`config.mk`:
```
export PLATFORM = sky130hd
export DESIGN_NAME = accum_loop_sched
export DESIGN_NICKNAME = d
export VERILOG_FILES = /design/src/rtl/accum_sched_pkg.sv /design/src/rtl/rr_arb2.sv /design/src/rtl/accum_loop_sched.sv
export SDC_FILE = /design/constraint.sdc
export NUM_CORES = 1
export LEC_CHECK = 0
export CORE_MARGIN = 1.5
export CORE_UTILIZATION = 46
export DETAILED_ROUTE_END_ITERATION = 6
export PLACE_DENSITY_LB_ADDON = 0.08
export SLEW_MARGIN = 20
export SYNTH_ARGS = -nofsm -noshare
export SYNTH_HDL_FRONTEND = slang
export SYNTH_SLANG_ARGS = --single-unit
```
`constraint.sdc`:
```
create_clock -name clk -period 2.9 [get_ports clk]
set_input_delay 0.435 -clock clk [delete_from_list [all_inputs] [get_ports clk]]
set_output_delay 0.435 -clock clk [all_outputs]
set_load 0.01 [all_outputs]
```
`src/rtl/accum_sched_pkg.sv`:
```
// Shared types and default sizing for the accumulate-loop scheduler.
package accum_sched_pkg;

  localparam int DATA_W_DEF = 8;
  localparam int CNT_W_DEF  = 3;

  typedef enum logic [1:0] {
    ST_IDLE = 2'd0,
    ST_RUN  = 2'd1,
    ST_DONE = 2'd2
  } state_t;

endpackage

```
`src/rtl/rr_arb2.sv`:
```
// Two-way round-robin arbiter; the priority pointer moves only when the
// current grant is actually taken.
module rr_arb2
  import accum_sched_pkg::*;
(
  input  logic       clk,
  input  logic       rst,
  input  logic [1:0] req_i,
  input  logic       update_i,
  output logic [1:0] grant_o
);

  // High when requester 1 wins a tie.
  logic prio1_q, prio1_d;

  always_comb begin
    grant_o = 2'b00;
    case (req_i)
      2'b01:   grant_o = 2'b01;
      2'b10:   grant_o = 2'b10;
      2'b11:   grant_o = prio1_q ? 2'b10 : 2'b01;
      default: grant_o = 2'b00;
    endcase
  end

  always_comb begin
    prio1_d = prio1_q;
    if (update_i) prio1_d = grant_o[0];
  end

  always_ff @(posedge clk or posedge rst) begin
    if (rst) prio1_q <= 1'b0;
    else     prio1_q <= prio1_d;
  end

endmodule

```
`src/rtl/accum_loop_sched.sv`:
```
// Accepts one job at a time from two requesters and repeatedly adds b to a,
// skipping any addition that would overflow and flagging that it happened.
//
// state   | meaning
// IDLE    | waiting for a job, ready to the granted requester
// RUN     | one add iteration per cycle until iter reaches 1
// DONE    | result presented, held until rsp_ready
module accum_loop_sched
  import accum_sched_pkg::*;
#(
  parameter int DATA_W = DATA_W_DEF,
  parameter int CNT_W  = CNT_W_DEF
) (
  input  logic              clk,
  input  logic              rst,
  input  logic              req0_valid,
  output logic              req0_ready,
  input  logic [DATA_W-1:0] req0_a,
  input  logic [DATA_W-1:0] req0_b,
  input  logic [CNT_W-1:0]  req0_count,
  input  logic              req1_valid,
  output logic              req1_ready,
  input  logic [DATA_W-1:0] req1_a,
  input  logic [DATA_W-1:0] req1_b,
  input  logic [CNT_W-1:0]  req1_count,
  output logic              rsp_valid,
  input  logic              rsp_ready,
  output logic [DATA_W-1:0] rsp_result,
  output logic              rsp_overflow,
  output logic              rsp_id,
  output logic              busy
);

  state_t            state_q, state_d;
  logic [DATA_W-1:0] acc_q, acc_d;
  logic [DATA_W-1:0] b_q, b_d;
  logic [CNT_W-1:0]  iter_q, iter_d;
  logic              ovf_q, ovf_d;
  logic              id_q, id_d;

  logic [1:0]        grant;
  logic [1:0]        ready;
  logic              accept;
  logic              idle;
  logic [DATA_W:0]   sum;
  logic [DATA_W-1:0] a_sel, b_sel;
  logic [CNT_W-1:0]  cnt_sel;

  rr_arb2 u_arb (
    .clk      (clk),
    .rst      (rst),
    .req_i    ({req1_valid, req0_valid}),
    .update_i (accept),
    .grant_o  (grant)
  );

  // Ready is also masked by rst so nothing looks accepted while reset is held.
  assign idle   = (state_q == ST_IDLE);
  assign ready  = grant & {2{idle & ~rst}};
  assign accept = |(ready & {req1_valid, req0_valid});

  assign a_sel   = grant[1] ? req1_a     : req0_a;
  assign b_sel   = grant[1] ? req1_b     : req0_b;
  assign cnt_sel = grant[1] ? req1_count : req0_count;

  always_comb begin
    state_d = state_q;
    acc_d   = acc_q;
    b_d     = b_q;
    iter_d  = iter_q;
    ovf_d   = ovf_q;
    id_d    = id_q;
    sum     = {1'b0, acc_q} + {1'b0, b_q};
    case (state_q)
      ST_IDLE: begin
        if (accept) begin
          acc_d   = a_sel;
          b_d     = b_sel;
          ovf_d   = 1'b0;
          iter_d  = cnt_sel;
          id_d    = grant[1];
          state_d = (cnt_sel != '0) ? ST_RUN : ST_DONE;
        end
      end
      ST_RUN: begin
        // An overflowing add still burns its iteration; acc keeps its value.
        if (sum[DATA_W]) ovf_d = 1'b1;
        else             acc_d = sum[DATA_W-1:0];
        iter_d = iter_q - CNT_W'(1);
        if (iter_q == CNT_W'(1)) state_d = ST_DONE;
      end
      ST_DONE: begin
        if (rsp_ready) state_d = ST_IDLE;
      end
      default: state_d = ST_IDLE;
    endcase
  end

  always_ff @(posedge clk or posedge rst) begin
    if (rst) begin
      state_q <= ST_IDLE;
      acc_q   <= '0;
      b_q     <= '0;
      iter_q  <= '0;
      ovf_q   <= 1'b0;
      id_q    <= 1'b0;
    end else begin
      state_q <= state_d;
      acc_q   <= acc_d;
      b_q     <= b_d;
      iter_q  <= iter_d;
      ovf_q   <= ovf_d;
      id_q    <= id_d;
    end
  end

  assign req0_ready   = ready[0];
  assign req1_ready   = ready[1];
  assign rsp_valid    = (state_q == ST_DONE);
  assign rsp_result   = acc_q;
  assign rsp_overflow = ovf_q;
  assign rsp_id       = id_q;
  assign busy         = ~idle;

endmodule

```
---- After elaboration in Yosys (flattened, before gate mapping) ----
Cells that the tools add are included.
operators by class
  mux-type cells .......................... 18
  bitwise gates (word level) .............. 5
  equal/unequal tests ..................... 11
  $add $sub $neg .......................... 2
  div/mod/pow operators ................... 0
  shift operators ......................... 0
  $mul .................................... 0
  reduce and logical (&&, ||, !) cells .... 9
  $lt $le $gt $ge ......................... 0
operators with widths
  kind                   count
  $mux W8                4
  $pmux W8 S2            1
  $pmux W2 S3            2
  $mux W2                5
  $add A8 B8 Y9          1
  $reduce_and A3 Y1      3
  $ne A2 B2 Y1 const B   4
  $eq A2 B2 Y1 const B   3
  $mux W3                2
  $pmux W3 S2            1
  $and A2 B2 Y2          2
  $eq A2 B1 Y1 const B   2
  $reduce_and A2 Y1      2
  $eq A3 B1 Y1 const B   1
  $reduce_bool A3 Y1     1
  $sub A3 B1 Y3 const B  1
  $logic_not A2 Y1       1
  $mux W1                2
  $ne A2 B1 Y1 const B   1
  $not A1 Y1             2
  $pmux W1 S2            1
  $reduce_bool A2 Y1     1
  $reduce_or A2 Y1       1
  $and A1 B1 Y1          1
storage, ports and cells
  ROM bits ................................ 0
  memory bits (writable) .................. 0
  latch bits .............................. 0
  flip-flop bits (word level) ............. 24
  memories ................................ 0

---- Depth between registers and ports, before layout ----
  depth in word-level cells ............... 7
  gate-level depth with buffers ........... 9
  gate-level depth less buffers ........... 8

---- Hierarchy ----
A second synthesis with hierarchy kept.
unflattened totals
  cells, all modules ...................... 191
  area, all modules ....................... 1773.0 µm²
modules (own cells, without submodules)
  module            instances  cells an instance  area an instance (µm²)
  accum_loop_sched  1          185                1706.6
  rr_arb2           1          6                  66.3

---- Worst setup path after synthesis ----
No wires, ideal clock.
  path kind ............................... register to register
  start ................................... register acc_q[0], in the netlist rsp_result[0]
  end ..................................... register acc_q[0], in the netlist rsp_result[0]
  stages on the path, launching flop included .. 10
  arrival ................................. 2.101 ns
  path slack .............................. 0.674 ns
  cells stage by stage .................... dfrtp_1 -> ha_1 -> inv_1 -> fa_1 -> nor2b_1 -> o21bai_4 -> a21oi_4 -> o21a_1 -> buf_6 -> mux2_4
on the way
  word-level cells in the longest chain between the ends .. 3
  elaborated cells between the ends (all ways) .. 5
  classes of those cells .................. add/sub (1); eq/ne (1); mux (2); reduce/logical (1)
ends and longest elaborated chain
  item                                              line                     text
  from (decl)                                       accum_loop_sched.sv:35   logic [DATA_W-1:0] acc_q, acc_d;
  from (signal assigned)                            accum_loop_sched.sv:102  acc_q <= '0;
  from (signal assigned)                            accum_loop_sched.sv:109  acc_q <= acc_d;
  $add A8 B8 Y9 (*)                                 accum_loop_sched.sv:73   sum = {1'b0, acc_q} + {1'b0, b_q};
  $mux W8 or $ne A2 B2 Y1 (tied branches)           n/a
  $pmux W8 S2 or $reduce_and A3 Y1 (tied branches)  n/a
Mark *: on every way between the ends. The rest lies on a longest branch, timed or not. The select of a mux whose other input is x is not followed.
A chain may end at the register's enable or synchronous reset.

---- Final worst setup path ----
Ends and elaborated chain as after synthesis.

==> results.md <==
- Final WL: 4.05 mm
- Mapped Area: 1720 µm²
- Area of the multi-input gates: 1040 µm²
- CTS Buf Count: 3
- Cells after Synth: 178
- Hold Fails Final Rpt: 0
- ANT nets after route: 0
- Fmax: 395 MHz
- Nature of the critical path endpoint: flip-flop
- Layout Skew: 0.00849 ns
- Layout cells sized above 1: 0.0987
- Layout area overhead: 37.4%
- DIE AREA: 4110 µm²
- Vias: 1547
- Worst Tran Pin Value: 0.924 ns
- Slew HR: 0.384
- Switch share: 0.436
- Horiz. Die Dim: 64.1 µm
- FF+latch area: 601 µm²
- H-tree depth reported by CTS: 1
- Mapped Avg Cell Area: 9.65 µm²
- Routed wl met3: 264 µm
- CTS resizes: 0
- Crit-path max FO: 8
- CP delay by family, top: compound AO/OA/AOI/OAI gates
- Placed Area: 2320 µm²
- Hold crit path type: reg -> reg
- First-pass GRT wire length: 6.69 mm
- Met2 Wirelength: 2.10 mm
- Final setup vio count: 0
- Highest Signal Layer: met4
- P per Cell Area: 1050 nW/µm²
- I/O pins: 57
- Core ar.: 3630 µm²
- # diodes: 0
- Skew-Pair Late Insertion Delay: 0.27 ns
- Cell Int Power: 1.40 mW
- Status: finished, final reports clean
- Flop pwr share: 0.262
- GRT Util Overall: 0.202
- Largest net degree at the start of global routing: 28
- Vias/cell: 5.51
- TritonRoute pass-1 iters: 4
- Critical Path RT: 3.05 ns
- Wire per inst: 14.4 µm
- Commonest non-fill, non-tap cells in the layout: clkdlybuf4s50_1, dfrtp_1, mux2i_1, o21ai_0, nand2_1
- Design area: 2360 µm²
- Site row count: 22
- Yosys warning total: 0
- Starting DRT DRC Count: 69
- Number of synthesized register bits: 24
- Peak VDD IR: 498 µV
- WL met1: 1.67 mm
- Combinational power share: 0.657
- Vias in the first global route: 1580
- Filler instances: 308
- Syn Nets: 232
- Clock Pin Slew Worst Setup and Hold Paths: 0.09 ns
- Input/output buffers: 56
- Setup bufs post-CTS: 0
- Effective utilization at floorplan: 0.473
- Crit path cell chain: ha_1 > inv_1 > fa_1 > nor2b_1 > o21bai_4 > a21oi_4 > o21a_1 > mux2_4
- Sink Count: 24
- Post-synthesis sequential area ratio: 0.350
- TNS Setup: 0 ns
- Initial antenna violation count: 0
- Max-cap viol count: 0
- Crit Path Category: reg -> reg
- Fin. max-slew vios: 0
- Clk pwr share: 0.081
- Leakage: 1.03 nW
- Worst setup SP type: flip-flop
- Slowest stage delay, CP: 0.42 ns
- Post-CTS Hold Buffers: 0
- CP Buf/Inv Count: 1
- Final critical-path share of the clock period: 0.873
- Die height: 64.1 µm
- Most common cell after layout, fill and taps aside: clkdlybuf4s50_1
- GRT Residual Overflow: 0
- Min Tclk post-route: 2.53 ns
- Layout net count: 289
- Slowest CP cell: o21a_1
- # DRC: 0
- Sw Pwr: 1.08 mW
- CTS tree: yes
- DP Wirelength: 3.11 mm
- Clock buffer depth: 2
- RSZ-0062 raised after global routing: false
- Routability Congestion: 0.861
- CTS Root Buffer Type: clkbuf_8
- Yosys cell types: 43
- Worst path arrival time: 2.68 ns
==> kinds of logic after synthesis <==
kind of cell	after synthesis	share of synthesized area
compound gates	56	0.228
xor+xnor	1	0.00510
fa+ha+maj	11	0.0845
buf+inv	16	0.0437
flops	24	0.350
mux	24	0.153
simple gates	46	0.136
==> stage by stage <==
stage	power [mW]	util	hold WS (ns)	instances	setup WS, ns
floorplan	1.80	-	0.450	178	0.674
global placement	2.21	0.638	0.474	278	0.504
detailed placement	2.27	0.638	0.482	278	0.405
CTS	2.48	0.650	0.502	281	0.395
global route	2.70	0.650	0.529	281	0.240
finish	2.48	0.650	0.502	281	0.369
==> power by group through the flow <==
stage	Combinational (mW)	Clock (mW)	Sequential [mW]
after detailed placement	1.61	0	0.655
after CTS	1.63	0.200	0.650
after floorplan	1.14	0	0.658
final	1.63	0.201	0.648
after global routing	1.81	0.217	0.672
after global placement	1.56	0	0.647
==> worst paths after layout <==
kind                       cells past startpoint                 startpoint  slack, ns                   endpoint
hold / removal                                 2         b_q[4]$_DFFE_PP0P_       0.50         b_q[4]$_DFFE_PP0P_
setup / recovery                               8  rsp_result[0]$_DFFE_PP0P_       0.37  rsp_result[0]$_DFFE_PP0P_
max in group asynchronous                      2                        rst       1.58         b_q[1]$_DFFE_PP0P_
setup reg to reg                               8  rsp_result[0]$_DFFE_PP0P_       0.37  rsp_result[0]$_DFFE_PP0P_
min in group asynchronous                      2                        rst       0.75         rsp_id$_DFFE_PP0P_
hold reg to reg                                2         b_q[4]$_DFFE_PP0P_       0.50         b_q[4]$_DFFE_PP0P_
==> worst min-delay path, delay by kind of cell (launching register included) <==
family | cells | cell delay (ns)
AND/OR/NAND/NOR | 1 | 0.05
AO/OA/AOI/OAI | 1 | 0.06
flip-flops | 1 | 0.36
==> metal layers <==
metal	vias to the layer above	global-route usage
met5	-	0
met4	0	0.0638
met3	2	0.0352
met2	57	0.376
met1	721	0.234
li1	767	-
==> registers in the layout (all words and copies together), names as in the netlist <==
| signal | cells |
|---|---|
| rsp_overflow | 1 |
| state_q | 2 |
| rsp_id | 1 |
| iter_q | 3 |
| rsp_result | 8 |
| u_arb.prio1_q | 1 |
| b_q | 8 |
==> synth_stat cells, drive strengths merged <==
cell type	count	area [µm²]
clkbuf	4	15.0
dfrtp	24	601
o211ai	4	30.0
or2	1	6.26
nor4	1	6.26
nor3	6	35.0
nor3b	1	7.51
a21o	2	15.0
o21a	3	22.5
o22ai	2	12.5
o32ai	1	8.76
buf	3	26.3
and2b	1	7.51
fa	1	20.0
nand3	3	15.0
or3	2	12.5
nor2b	3	18.8
nor2	10	37.5
mux2	9	113
o221ai	2	17.5
o2111ai	1	8.76
xor2	1	8.76
o21bai	1	18.8
ha	10	125
a21oi	13	87.6
o21ai	17	92.6
a22oi	1	7.51
nand2	14	52.6
a211oi	2	15.0
o31ai	3	22.5
nor4b	1	8.76
o31a	2	17.5
a211o	1	8.76
a31oi	1	6.26
nand2b	3	26.3
inv	9	33.8
mux2i	15	150
==> final cells by class <==
class	count	area share
inverter	9	0.0143
sequential	24	0.254
timing repair buffer	59	0.247
tap	48	0.0254
multi-input combinational	138	0.441
clock buffer	3	0.0175
No activity file was read; power rests on OpenSTA's default activity.
